===== src/rtl/imem_loader_pkg.sv =====
`default_nettype none
// ---------------------------------------------------------------------------
// imem_loader_pkg : shared states, image-format constants and state helpers
// Revision 1.0
// ---------------------------------------------------------------------------
package imem_loader_pkg;

  localparam int HDR_LEN        = 2;
  localparam int BYTES_PER_WORD = 4;
  localparam int CSUM_W         = 8;
  localparam int LANE_W         = $clog2(BYTES_PER_WORD);

  typedef enum logic [2:0] {
    S_IDLE    = 3'd0,
    S_HDR0    = 3'd1,
    S_HDR1    = 3'd2,
    S_PAYLOAD = 3'd3,
    S_FLUSH   = 3'd4,
`ifdef IMEM_LOADER_CHECKSUM_EN
    S_CSUM    = 3'd5,
`endif
    S_DONE    = 3'd6,
    S_ERROR   = 3'd7
  } state_t;

  function automatic logic accepts_bytes(input state_t s);
    case (s)
      S_HDR0, S_HDR1, S_PAYLOAD: accepts_bytes = 1'b1;
`ifdef IMEM_LOADER_CHECKSUM_EN
      S_CSUM:                    accepts_bytes = 1'b1;
`endif
      default:                   accepts_bytes = 1'b0;
    endcase
  endfunction

  function automatic logic is_busy(input state_t s);
    case (s)
      S_HDR0, S_HDR1, S_PAYLOAD, S_FLUSH: is_busy = 1'b1;
`ifdef IMEM_LOADER_CHECKSUM_EN
      S_CSUM:                             is_busy = 1'b1;
`endif
      default:                            is_busy = 1'b0;
    endcase
  endfunction

endpackage
`default_nettype wire


===== src/rtl/imem_loader_if.sv =====
`default_nettype none
// ---------------------------------------------------------------------------
// imem_loader_if : byte-stream input and instruction-memory write port
// Revision 1.0
// ---------------------------------------------------------------------------
interface imem_loader_if #(
  parameter int ADDR_W = 8
);
  logic [7:0]        rx_data;
  logic              rx_valid;
  logic              rx_ready;
  logic              imem_we;
  logic [ADDR_W-1:0] imem_addr;
  logic [31:0]       imem_wdata;

  // master: byte source plus memory sink; slave: the loader
  modport master (
    output rx_data, rx_valid,
    input  rx_ready, imem_we, imem_addr, imem_wdata
  );

  modport slave (
    input  rx_data, rx_valid,
    output rx_ready, imem_we, imem_addr, imem_wdata
  );
endinterface
`default_nettype wire


===== src/rtl/imem_loader_packer.sv =====
`default_nettype none
// ---------------------------------------------------------------------------
// byte_packer : assembles little-endian 32-bit words from a byte strobe
// Revision 1.0
// ---------------------------------------------------------------------------
module byte_packer
  import imem_loader_pkg::*;
(
  input  logic        clk,
  input  logic        rst,
  input  logic        clear,
  input  logic        strobe,
  input  logic [7:0]  data,
  output logic [31:0] word,
  output logic        word_valid,
  output logic        last_lane
);

  logic [LANE_W-1:0] lane;
  logic [23:0]       assembly;

  assign last_lane = (lane == LANE_W'(BYTES_PER_WORD - 1));

  always_ff @(posedge clk or posedge rst) begin
    if (rst) begin
      lane       <= '0;
      assembly   <= '0;
      word       <= '0;
      word_valid <= 1'b0;
    end else begin
      word_valid <= 1'b0;
      if (clear) begin
        lane     <= '0;
        assembly <= '0;
      end else if (strobe) begin
        lane <= lane + LANE_W'(1);
        case (lane)
          2'd0:    assembly[7:0]   <= data;
          2'd1:    assembly[15:8]  <= data;
          2'd2:    assembly[23:16] <= data;
          default: begin
            // word is held stable here so the write data does not ripple
            // while the next word's lanes are filling
            word       <= {data, assembly};
            word_valid <= 1'b1;
          end
        endcase
      end
    end
  end

endmodule
`default_nettype wire


===== src/rtl/imem_loader.sv =====
`default_nettype none
// ---------------------------------------------------------------------------
// imem_loader : boot loader streaming an image into instruction memory.
// Optional trailing checksum byte: define IMEM_LOADER_CHECKSUM_EN.
// Revision 1.0
// ---------------------------------------------------------------------------
module imem_loader
  import imem_loader_pkg::*;
#(
  parameter int IMEM_DEPTH = 256,
  parameter int ADDR_W     = 8
) (
  input  logic          clk,
  input  logic          rst,
  input  logic          start,
  imem_loader_if.slave  bus,
  output logic          core_rst,
  output logic          busy,
  output logic          done,
  output logic          error,
  output logic [15:0]   words_loaded
);

  state_t      state, state_nxt;
  logic [15:0] n_words;
  logic        rx_ready_q;
  logic        rx_ready_nxt, busy_nxt, done_nxt, error_nxt, core_rst_nxt;

  logic        hs;
  logic        load_go;
  logic        pk_strobe;
  logic        final_hs;
  logic [31:0] pk_word;
  logic        pk_valid;
  logic        pk_last_lane;
  logic [15:0] hdr_n;
  logic        last_word;

`ifdef IMEM_LOADER_CHECKSUM_EN
  logic [CSUM_W-1:0] csum;
`endif

  assign hs        = bus.rx_valid & rx_ready_q;
  assign load_go   = start && (state == S_IDLE || state == S_DONE || state == S_ERROR);
  assign pk_strobe = hs && (state == S_PAYLOAD);
  assign hdr_n     = {bus.rx_data, n_words[7:0]};
  assign last_word = (words_loaded == n_words - 16'd1);
  // the final payload byte drops rx_ready at once so trailing bytes are not
  // consumed as payload during the write cycle
  assign final_hs  = pk_strobe && pk_last_lane && last_word;

  byte_packer u_packer (
    .clk        (clk),
    .rst        (rst),
    .clear      (load_go),
    .strobe     (pk_strobe),
    .data       (bus.rx_data),
    .word       (pk_word),
    .word_valid (pk_valid),
    .last_lane  (pk_last_lane)
  );

  always_ff @(posedge clk or posedge rst) begin
    if (rst) state <= S_IDLE;
    else     state <= state_nxt;
  end

  always_comb begin
    state_nxt = state;
    case (state)
      S_IDLE, S_DONE, S_ERROR: if (start) state_nxt = S_HDR0;
      S_HDR0:                  if (hs) state_nxt = S_HDR1;
      S_HDR1: begin
        if (hs) begin
          if (hdr_n > 16'(IMEM_DEPTH)) state_nxt = S_ERROR;
          else if (hdr_n == 16'd0)     state_nxt = S_FLUSH;
          else                         state_nxt = S_PAYLOAD;
        end
      end
      S_PAYLOAD:               if (pk_valid && last_word) state_nxt = S_FLUSH;
`ifdef IMEM_LOADER_CHECKSUM_EN
      S_FLUSH:                 state_nxt = S_CSUM;
      S_CSUM: begin
        if (hs) state_nxt = (bus.rx_data == csum) ? S_DONE : S_ERROR;
      end
`else
      S_FLUSH:                 state_nxt = S_DONE;
`endif
      default:                 state_nxt = S_IDLE;
    endcase

    rx_ready_nxt = accepts_bytes(state_nxt) && !final_hs;
    busy_nxt     = is_busy(state_nxt);
    done_nxt     = (state_nxt == S_DONE);
    error_nxt    = (state_nxt == S_ERROR);
    core_rst_nxt = (state_nxt != S_DONE);
  end

  always_ff @(posedge clk or posedge rst) begin
    if (rst) begin
      rx_ready_q <= 1'b0;
      busy       <= 1'b0;
      done       <= 1'b0;
      error      <= 1'b0;
      core_rst   <= 1'b1;
    end else begin
      rx_ready_q <= rx_ready_nxt;
      busy       <= busy_nxt;
      done       <= done_nxt;
      error      <= error_nxt;
      core_rst   <= core_rst_nxt;
    end
  end

  always_ff @(posedge clk or posedge rst) begin
    if (rst) begin
      n_words      <= '0;
      words_loaded <= '0;
    end else begin
      if (state == S_HDR0 && hs) n_words[7:0]  <= bus.rx_data;
      if (state == S_HDR1 && hs) n_words[15:8] <= bus.rx_data;
      if (load_go)       words_loaded <= '0;
      else if (pk_valid) words_loaded <= words_loaded + 16'd1;
    end
  end

`ifdef IMEM_LOADER_CHECKSUM_EN
  always_ff @(posedge clk or posedge rst) begin
    if (rst)            csum <= '0;
    else if (load_go)   csum <= '0;
    else if (pk_strobe) csum <= csum + bus.rx_data;
  end
`endif

  assign bus.rx_ready   = rx_ready_q;
  assign bus.imem_we    = pk_valid;
  assign bus.imem_wdata = pk_word;
  assign bus.imem_addr  = words_loaded[ADDR_W-1:0];

endmodule
`default_nettype wire

===== src/flat_wrapper.sv =====
// flat-port wrapper written by rule: the top's interface ports become plain ports
module imem_loader_flat import imem_loader_pkg::*;
#(
  parameter int IMEM_DEPTH = 256,
  parameter int ADDR_W     = 8
)
  (clk, rst, start, core_rst, busy, done, error, words_loaded, bus_rx_data, bus_rx_valid, bus_rx_ready, bus_imem_we, bus_imem_addr, bus_imem_wdata);
  imem_loader_if #(.ADDR_W(ADDR_W)) bus_i ();
  input  logic clk;
  input  logic rst;
  input  logic start;
  output logic core_rst;
  output logic busy;
  output logic done;
  output logic error;
  output logic [15:0] words_loaded;
  input wire logic [$bits(bus_i.rx_data)-1:0] bus_rx_data;
  input wire logic [$bits(bus_i.rx_valid)-1:0] bus_rx_valid;
  output wire logic [$bits(bus_i.rx_ready)-1:0] bus_rx_ready;
  output wire logic [$bits(bus_i.imem_we)-1:0] bus_imem_we;
  output wire logic [$bits(bus_i.imem_addr)-1:0] bus_imem_addr;
  output wire logic [$bits(bus_i.imem_wdata)-1:0] bus_imem_wdata;
  assign bus_i.rx_data = bus_rx_data;
  assign bus_i.rx_valid = bus_rx_valid;
  assign bus_rx_ready = bus_i.rx_ready;
  assign bus_imem_we = bus_i.imem_we;
  assign bus_imem_addr = bus_i.imem_addr;
  assign bus_imem_wdata = bus_i.imem_wdata;
  imem_loader #(.IMEM_DEPTH(IMEM_DEPTH), .ADDR_W(ADDR_W)) u_core (.clk(clk), .rst(rst), .start(start), .bus(bus_i), .core_rst(core_rst), .busy(busy), .done(done), .error(error), .words_loaded(words_loaded));
endmodule

===== config.mk =====
export PLATFORM = sky130hd
export DESIGN_NAME = imem_loader_flat
export DESIGN_NICKNAME = d
export VERILOG_FILES = /design/src/rtl/imem_loader_pkg.sv /design/src/rtl/imem_loader_if.sv /design/src/rtl/imem_loader_packer.sv /design/src/rtl/imem_loader.sv /design/src/flat_wrapper.sv
export SDC_FILE = /design/constraint.sdc
export NUM_CORES = 1
export LEC_CHECK = 0
export BUFFER_PORTS_ARGS = -buffer_cell sky130_fd_sc_hd__buf_2
export CAP_MARGIN = 10
export CORE_ASPECT_RATIO = 1.5
export CORE_MARGIN = 8
export CORE_UTILIZATION = 32
export CTS_BUF_LIST = sky130_fd_sc_hd__clkbuf_2 sky130_fd_sc_hd__clkbuf_4 sky130_fd_sc_hd__clkbuf_8
export DETAILED_ROUTE_END_ITERATION = 10
export MAX_ROUTING_LAYER = met4
export PLACE_DENSITY = 0.53
export SLEW_MARGIN = 20
export SYNTH_ARGS = -nofsm -noshare
export SYNTH_HDL_FRONTEND = slang
export SYNTH_SLANG_ARGS = --single-unit

===== constraint.sdc =====
create_clock -name clk -period 5.05 [get_ports clk]
set_input_delay 1.01 -clock clk [delete_from_list [all_inputs] [get_ports clk]]
set_output_delay 1.01 -clock clk [all_outputs]
set_load 0.05 [all_outputs]

==> results of run 1 <==
metal layers:
| layer | vias to the layer above | routed length (um) |
|---|---|---|
| met3 | 13 | 430 |
| met4 | 0 | 178 |
| li1 | 1684 | - |
| met5 | - | 0 |
| met1 | 1715 | 5160 |
| met2 | 63 | 6470 |
per-stage QoR:
step,util (%),cells,worst slack (ns),hold slack [ns],total power [mW]
floorplan,-,446,1.45,0.481,2.63
global placement,36.4,692,2.16,0.487,3.03
detailed placement,36.4,692,2.09,0.487,3.05
CTS,37.7,708,2.23,0.508,3.55
global route,37.7,708,2.04,0.526,3.74
finish,37.7,708,2.22,0.505,3.50
path summary, 6_finish.rpt:
path / start / endpoint / slack [ns]
min reg2reg: u_core.u_packer.word[1] / u_core.u_packer.word[1] / 0.51
max reg2reg: u_core.n_words[0] / u_core.bus.rx_ready / 2.22
max: u_core.n_words[0] / u_core.bus.rx_ready / 2.22
max in group asynchronous: rst / u_core.core_rst / 3.25
min: u_core.u_packer.word[1] / u_core.u_packer.word[1] / 0.51
min in group asynchronous: rst / u_core.u_packer.word[16] / 0.80
final cells by class:
type	count	area share, %
repair buffers	78	7.37
clock inverters	3	0.457
inverters	12	0.869
clock buffers	13	2.93
flip-flops and latches	99	45.3
well taps	196	4.48
multi-input cells	307	38.6
cells by family (layout without fill, tap and decap cells):
kind of cell,count (synthesis),count (layout),share of synthesized area (%)
AO/OA/AOI/OAI,68,68,8.53
XOR/XNOR,33,33,6.07
adder cells (fa/ha/maj),7,7,1.84
buffers and inverters,40,106,3.78
flip-flops,99,99,52.0
multiplexers,46,46,11.1
AND/OR/NAND/NOR,153,153,16.7
layout by cell type, fill, tap and decap left out, types with 8 or more instances in the layout:
master / Yosys / layout
xnor2_1: 14 / 14
nor2_1: 19 / 18
xor2_1: 19 / 19
nand2_1: 49 / 49
a21oi_1: 35 / 35
nand4_1: 8 / 8
clkbuf_8: 0 / 10
inv_1: 12 / 11
buf_2: 0 / 73
nand3_1: 25 / 25
mux2_2: 44 / 44
o21ai_0: 12 / 12
dfrtp_1: 98 / 98
nor3_1: 14 / 14
power by group:
part / internal, mW / switching, mW
clock network: 0.212 / 0.272
registers: 1.10 / 0.288
logic: 0.529 / 1.10
registers in the layout, summed over array words and instances (netlist names):
signal,count
u_core.words_loaded,16
u_core.u_packer.word,32
u_core.u_packer.assembly,24
u_core.u_packer.word_valid,1
u_core.done,1
u_core.error,1
u_core.state,3
u_core.u_packer.lane,2
u_core.core_rst,1
u_core.bus.rx_ready,1
u_core.busy,1
u_core.n_words,16
==> run summary, run 1 <==
Syn Nets: 465
Chip width: 116 um
WS Path Type: reg2reg
Io pins: 74
Die Span Y: 165 um
Slew margin rel.: 42.9%
Post-synth top cells: dfrtp_1, nand2_1, mux2_2, a21oi_1, nand3_1
Final TNS setup: 0 ns
Share of flip-flops with an asynchronous set or reset: 100%
Buf+Inv Stages, Crit Path: 1
Met3 usage: 2.33%
Main synth FF type: dfrtp_1
Achievable Freq: 0.354 GHz
Pwr Density: 640 nW/um^2
Fin nets: 526
Required time of the critical path: 5.30 ns
Worst-path cell chain: inv_1 -> ha_1 -> or3b_1 -> or3_1 -> xnor2_1 -> or4_1 -> nor4_1 -> a211oi_1
Core area: 14500 um^2
Met1 track demand over resource: 16.0%
CTS tree: built
Worst EP arrival: 3.07 ns
Skew-Pair Late Insertion Delay: 0.37 ns
Worst Setup End Kind: flop
Yosys warning count: 0
GPL Wtd Cong: 0.813
Maximum clock path buffer count: 2
Max FO, Critical Path: 5
Pleak: 2.52 nW
Final Skew: 0.0149 ns
Post-CTS Hold Buffers: 0
Initial antenna violation count: 0
Fill count: 1461
Multi-input gate area in the final layout: 2110 um^2
Grt total ovfl: 0
Worst hold path class: reg2reg
Slew Viols, Final: 0
CTS sink count: 99
Mapped Area: 4760 um^2
Largest net degree at the start of global routing: 68
# Post-CTS Setup Buffers: 0
Period utilization: 56.0%
Non-Filler Cell Area, Final: 5470 um^2
CTS clock-pin slew for the worst setup and hold paths: 0.10 ns
Slew @ Worst Pin: 0.849 ns
Initial Util: 32.8%
WL/cell: 17.3 um
Fin. Hold Viols: 0
WL final: 12200 um
Mapped Cells: 446
Worst Hold Depth: 1
Routed Antenna Nets: 0
Post-synth EDFFs: 0
Share of cells above drive strength 1: 29.5%
Setup Viol. Count Final: 0
Synth top area cells: dfrtp_1, mux2_2, nand2_1, a21oi_1, xor2_1
Placed instance area: 5290 um^2
Min Tclk post-route: 2.83 ns
RSZ-0062 raised after global routing: no
Drc violations: 0
Most frequent cell after synthesis: dfrtp_1
Cell family with most CP delay: simple AND/OR/NAND/NOR gates
Synth-to-layout area growth: 14.8%
Layer with the highest usage: met2
Area share of the largest cell type after synthesis: 51.5%
Critical path's largest stage delay: 0.57 ns
Sequential Area: 2480 um^2
Worst vdd ir: 0.000282 V
Cts repair resizes: 0
Worst path slowest cell: or4_1
Placed wire-length estimate: 8770 um
First-pass GRT wire length: 19700 um
Total track usage: 13.9%
Vias in the first global route: 3592
Drt pass-1 iters: 4
Die area: 19100 um^2
Maximum capacitance violations: 0
Worst r2r path cells: 8
H-tree depth: 3
Crit path launch type: flop
CTS Buf Count: 9
Post-synthesis sequential area ratio: 52.0%
Diode count: 0
CTS Root Cell: clkbuf_8
M2 GR Usage: 23.7%
Unique masters post-synth: 51
Crit. path cell count: 8
Mapped Avg Cell Area: 10.7 um^2
Detailed-route vias per instance: 4.91
Number of I/O port buffers: 73
Status: complete, no violations
Synthesized flop and latch total: 99
Site Rows: 54
Vias: 3475
DR iter-0 viols: 212
Cell taking the most area after synthesis: dfrtp_1
Power figures use the tool's default switching activity.
==> run 2: changes to the inputs <==
--- a/config.mk
+++ b/config.mk
@@ -13,7 +13,7 @@
 export CTS_BUF_LIST = sky130_fd_sc_hd__clkbuf_2 sky130_fd_sc_hd__clkbuf_4 sky130_fd_sc_hd__clkbuf_8
 export DETAILED_ROUTE_END_ITERATION = 10
 export MAX_ROUTING_LAYER = met4
-export PLACE_DENSITY = 0.53
+export PLACE_DENSITY = 0.55
 export SLEW_MARGIN = 20
 export SYNTH_ARGS = -nofsm -noshare
 export SYNTH_HDL_FRONTEND = slang
==> constraint.sdc (replaced) <==
create_clock -name clk -period 2.55 [get_ports clk]
set_input_delay 0.51 -clock clk [delete_from_list [all_inputs] [get_ports clk]]
set_output_delay 0.51 -clock clk [all_outputs]
set_load 0.05 [all_outputs]
==> run summary, run 2 (synthesis results as in run 1) <==
Status: complete, no violations
Die area: 19100 um^2 (unchanged)
Cell count after placement: 714 (+3.2%)
Worst Setup End Kind: flop
Chip width: 116 um (unchanged)
Max FO, Critical Path: 4 (-1)
Skew-Pair Late Insertion Delay: 0.36 ns (about the same)
Slew margin rel.: 68.3% (+25 points)
WS Path Type: reg2reg
Period utilization: 97.1% (+41 points)
Slew Viols, Final: 0 (unchanged)
Pwr Density: 1270 nW/um^2 (+98%)
Crit path launch type: flop
Max FFs per register: 32 (unchanged)
DR iter-0 viols: 164 (-23%)
Drt pass-1 iters: 7 (+3)
Die Span Y: 165 um (unchanged)
Placed wire-length estimate: 9420 um (+7.5%)
Diode count: 0 (unchanged)
Multi-input gate area in the final layout: 2180 um^2 (+3.3%)
Vias: 3628 (+4.4%)
Number of I/O port buffers: 73 (unchanged)
Min Tclk post-route: 2.48 ns (-0.351 ns)
Slew @ Worst Pin: 0.473 ns (-0.376 ns)
Io pins: 74 (unchanged)
Maximum capacitance violations: 0 (unchanged)
Detailed-route vias per instance: 4.96 (+1.1%)
CTS tree: built
Initial Util: 32.8% (unchanged)
Fin nets: 549 (+4.4%)
Synth-to-layout area growth: 20.5%
Site Rows: 54 (unchanged)
Most frequent cells in the layout: dfrtp_1, buf_2, nand2_1
H-tree depth: 3 (unchanged)
Commonest non-fill, non-tap cell in the layout: dfrtp_1
Final Skew: 0.00784 ns (-0.00705 ns)
Worst EP arrival: 2.78 ns (-0.29 ns)
RSZ-0062 raised after global routing: yes
CTS clock-pin slew for the worst setup and hold paths: 0.11 ns (about the same)
Largest net degree at the start of global routing: 52 (-24%)
CTS sink count: 99 (unchanged)
Post-CTS Hold Buffers: 0 (unchanged)
Fill count: 1435 (-1.8%)
Required time of the critical path: 2.86 ns (-2.44 ns)
Routed Antenna Nets: 0 (unchanged)
Post-Layout Cell Count: 731 (+3.2%)
Drc violations: 0 (unchanged)
Share of cells above drive strength 1: 34.4% (+4.9 points)
Regs by FF count: u_core.u_packer.word (32), u_core.u_packer.assembly (24)
Vias in the first global route: 3803 (+5.9%)
WL final: 12600 um (+2.8%)
Setup Viol. Count Final: 0 (unchanged)
Final core occ: 39.5% (+1.9 points)
Maximum clock path buffer count: 2 (unchanged)
Sequential Area: 2480 um^2 (about the same)
Achievable Freq: 0.404 GHz (+14%)
Fin. Hold Viols: 0 (unchanged)
Worst hold path class: in2async
WL/cell: 17.2 um (-0.42%)
Initial antenna violation count: 0 (unchanged)
Core area: 14500 um^2 (unchanged)
Worst vdd ir: 0.000698 V (+150%)
Pleak: 2.65 nW (+5.2%)
Total track usage: 14.3% (+0.44 points)
CTS Buf Count: 9 (unchanged)
Grt total ovfl: 0 (unchanged)
First-pass GRT wire length: 20500 um (+4.1%)
GPL Wtd Cong: 0.843 (+3.7%)
Largest Register: u_core.u_packer.word
CTS Root Cell: clkbuf_8
Reg2reg setup slack: 0.07 ns (-2.15 ns)
==> run 2: changes by cell type in the layout (fill, tap and decap cells not counted), moves of 2 or more <==
cell,change
clkbuf_4,-3
inv_1,-2
inv_2,+2
or4_1,-2
nor4_1,-2
buf_4,+21
or4_4,+2
clkinvlp_4,+2
==> run 2: cell type report <==
cell class	count	share of cell area, %
flip-flops and latches	99	43.2
multi-input cells	307	38.0
repair buffers	101	10.3
well taps	196	4.27
clock buffers	10	2.40
clock inverters	6	1.00
inverters	12	0.850
==> run 2: power by group <==
part / internal, mW / switching, mW / leakage [nW] / total [mW]
Clock: 0.399 / 0.589 / 0.0923 / 0.987
Sequential: 2.17 / 0.528 / 1.29 / 2.70
Combinational: 1.25 / 2.35 / 1.27 / 3.60
Total: 3.82 / 3.47 / 2.65 / 7.29
==> run 2: path summary, 6_finish.rpt <==
path                                                from                      endpoint  depth (start not counted)
worst min register to register  u_core.u_packer.word[27]      u_core.u_packer.word[27]                          1
worst max-delay path                   u_core.n_words[0]                   u_core.done                          7
max in group asynchronous                            rst  u_core.u_packer.assembly[11]                          3
worst max register to register         u_core.n_words[0]                   u_core.done                          7
min in group clk                          bus_rx_data[7]  u_core.u_packer.assembly[15]                          3
worst min-delay path                                 rst       u_core.u_packer.word[2]                          2
==> run 2: critical path, stage by stage, from the launching register on <==
cell,delay [ns]
dfrtp_1,0.41
buf_4,0.15
or4_1,0.51
a2111oi_2,0.23
nor3_1,0.09
or4_4,0.56
nor4_4,0.33
o21a_1,0.14
==> run 2: routing by layer <==
metal	GRT usage [%]	wire, um	vias up	part of all wire (%)
li1	-	-	1731	-
met3	2.11	301	21	2.4
met4	6.75	341	0	2.7
met2	25.3	6870	68	55
met1	15.4	5070	1808	40
met5	-	0	-	0
==> run 2: repair_timing <==
item / in CTS / in global routing
resized for setup: 0 / 14
buffers inserted: 0 / 1
setup endpoints to repair: 0 / 6
==> run 2: stage by stage <==
stage                     power [mW]  TNS, ns  hold slack [ns]  worst slack (ns)  instance area (um^2)
after floorplan                 5.23        0            0.481            0.0110                  4770
after CTS                       7.26        0            0.154            0.0116                  5660
after detailed placement        6.25        0            0.488            0.0417                  5470
after global routing            7.78   -0.312            0.164           -0.0621                  5740
after global placement          6.20        0            0.484            0.0736                  5470
final                           7.29        0            0.152            0.0741                  5740
==> run 3: changes to the inputs <==
--- a/config.mk
+++ b/config.mk
@@ -5,14 +5,14 @@
 export SDC_FILE = /design/constraint.sdc
 export NUM_CORES = 1
 export LEC_CHECK = 0
+export ABC_CLOCK_PERIOD_IN_PS = 2550
 export BUFFER_PORTS_ARGS = -buffer_cell sky130_fd_sc_hd__buf_2
-export CAP_MARGIN = 10
+export CAP_MARGIN = 40
 export CORE_ASPECT_RATIO = 1.5
 export CORE_MARGIN = 8
 export CORE_UTILIZATION = 32
 export CTS_BUF_LIST = sky130_fd_sc_hd__clkbuf_2 sky130_fd_sc_hd__clkbuf_4 sky130_fd_sc_hd__clkbuf_8
 export DETAILED_ROUTE_END_ITERATION = 10
-export MAX_ROUTING_LAYER = met4
 export PLACE_DENSITY = 0.55
 export SLEW_MARGIN = 20
 export SYNTH_ARGS = -nofsm -noshare
==> run summary, run 3 (synthesis results as in run 1) <==
Die area: 19100 um^2 (unchanged)
Non-Filler Cell Area, Final: 5730 um^2 (-0.22%)
Crit path launch type: flop
Initial antenna violation count: 1 (+1)
Multi-input gate area in the final layout: 2180 um^2 (about the same)
Largest Register: u_core.u_packer.word
CTS sink count: 99 (unchanged)
GPL Wtd Cong: 0.844 (+0.18%)
Final WS setup: 0.0303 ns (-0.0438 ns)
Hold_ws: 0.238 ns (+0.0865 ns)
Post-Layout Cell Count: 730 (-0.14%)
RSZ-0062 raised after global routing: yes
Share of cells above drive strength 1: 33.8% (-0.62 points)
Largest net degree at the start of global routing: 70 (+35%)
Skew-Pair Late Insertion Delay: 0.37 ns (about the same)
Worst Setup End Kind: flop
Max FFs per register: 32 (unchanged)
Final Skew: 0.0184 ns (+0.0105 ns)
Slew Viols, Final: 0 (unchanged)
Setup Viol. Count Final: 0 (unchanged)
Status: complete, no violations
CTS Buf Count: 9 (unchanged)
Required time of the critical path: 2.77 ns (-0.09 ns)
Fin. Hold Viols: 0 (unchanged)
Placed instance area: 5450 um^2 (-0.27%)
Cell count after placement: 712 (-0.28%)
Io pins: 74 (unchanged)
Regs by FF count: u_core.u_packer.word (32), u_core.u_packer.assembly (24)
Pleak: 2.66 nW (+0.46%)
Detailed-route vias per instance: 5.02 (+1.1%)
WL final: 12800 um (+1.7%)
DR iter-0 viols: 147 (-10%)
Fin nets: 548 (-0.18%)
Commonest non-fill, non-tap cell in the layout: dfrtp_1
Achievable Freq: 0.397 GHz (-1.7%)
H-tree depth: 3 (unchanged)
Tot Pwr: 7.33 mW (+0.51%)
Vias in the first global route: 3801 (-0.053%)
Routed Antenna Nets: 0 (unchanged)
Pre-CTS WS: 0.0503 ns (+0.00857 ns)
First-pass GRT wire length: 20500 um (-0.37%)
Maximum clock path buffer count: 2 (unchanged)
Drc violations: 0 (unchanged)
Fill count: 1442 (+0.49%)
Worst vdd ir: 0.000590 V (-15%)
Period utilization: 98.8% (+1.7 points)
Die Span Y: 165 um (unchanged)
Drt pass-1 iters: 4 (-3)
Max FO, Critical Path: 4 (unchanged)
WL/cell: 17.5 um (+1.8%)
Number of I/O port buffers: 73 (unchanged)
Site Rows: 54 (unchanged)
Most frequent cells in the layout: dfrtp_1, buf_2, nand2_1
Synth-to-layout area growth: 20.2%
Pwr Density: 1280 nW/um^2 (+0.73%)
Initial Util: 32.8% (unchanged)
Placed wire-length estimate: 9340 um (-0.94%)
Worst EP arrival: 2.74 ns (-0.04 ns)
CTS clock-pin slew for the worst setup and hold paths: 0.09 ns (-0.02 ns)
CTS tree: built
Core area: 14500 um^2 (unchanged)
Min Tclk post-route: 2.52 ns (+0.0438 ns)
Maximum capacitance violations: 0 (unchanged)
WS Path Type: reg2reg
CTS Root Cell: clkbuf_8
Total track usage: 13.9% (-0.46 points)
Slew margin rel.: 56.5% (-12 points)
Sequential Area: 2480 um^2 (unchanged)
Grt total ovfl: 0 (unchanged)
Worst hold path class: in2async
Slew @ Worst Pin: 0.651 ns (+0.179 ns)
Vias: 3663 (+0.96%)
Chip width: 116 um (unchanged)
[run 3: path summary, 6_finish.rpt]
| check | startpoint | end | slack, ns | cells after the start |
|---|---|---|---|---|
| max | u_core.n_words[1] | u_core.bus.rx_ready | 0.03 | 8 |
| min | rst | u_core.n_words[13] | 0.24 | 3 |
| max reg2reg | u_core.n_words[1] | u_core.bus.rx_ready | 0.03 | 8 |
| min reg2reg | u_core.u_packer.word[1] | u_core.u_packer.word[1] | 0.51 | 1 |
| max in group asynchronous | rst | u_core.core_rst | 1.95 | 3 |
| min in group clk | bus_rx_data[6] | u_core.u_packer.assembly[22] | 0.48 | 3 |
[run 3: through the flow]
step	setup TNS, ns	util [%]
finish	0	39.4
global route	-0.237	39.4
CTS	0	38.9
detailed placement	0	37.5
global placement	0	37.5
floorplan	0	-
[run 3: cell type report]
type | instances | share of cell area [%]
diodes | 1 | 0.0437
clock buffers | 10 | 2.29
clock inverters | 5 | 1.07
inverters | 12 | 0.852
multi-input cells | 307 | 38.0
flip-flops and latches | 99 | 43.3
well taps | 196 | 4.28
repair buffers | 100 | 10.1
[run 3: worst max-delay path, cell delays in order, from the launching register on]
cell and delay, ns:
dfrtp_1 0.42, inv_2 0.09, ha_4 0.12, or3b_4 0.37
or3_1 0.32, xnor2_1 0.13, or4_4 0.55, nor4_4 0.27
a211oi_1 0.11
[run 3: layer usage]
layer / part of all wire, % / GRT usage (%) / routed length [um] / vias to the layer above
met4: 3.3 / 6.69 / 416 / 0
li1: - / - / - / 1732
met1: 40 / 15.3 / 5070 / 1821
met3: 3.5 / 2.69 / 443 / 27
met2: 54 / 24.8 / 6860 / 83
met5: 0 / 0 / 0 / -
[run 3: power breakdown]
group	internal (mW)	switching, mW	leakage [nW]
registers	2.17	0.517	1.29
clock network	0.467	0.562	0.101
logic	1.24	2.37	1.27
[run 3: repair_timing]
| item | 4_1_cts | 5_1_grt |
|---|---|---|
| setup buffers | 0 | 2 |
| hold buffers | 0 | 0 |
| resized for setup | 0 | 12 |
| endpoints found under the setup margin | 0 | 6 |
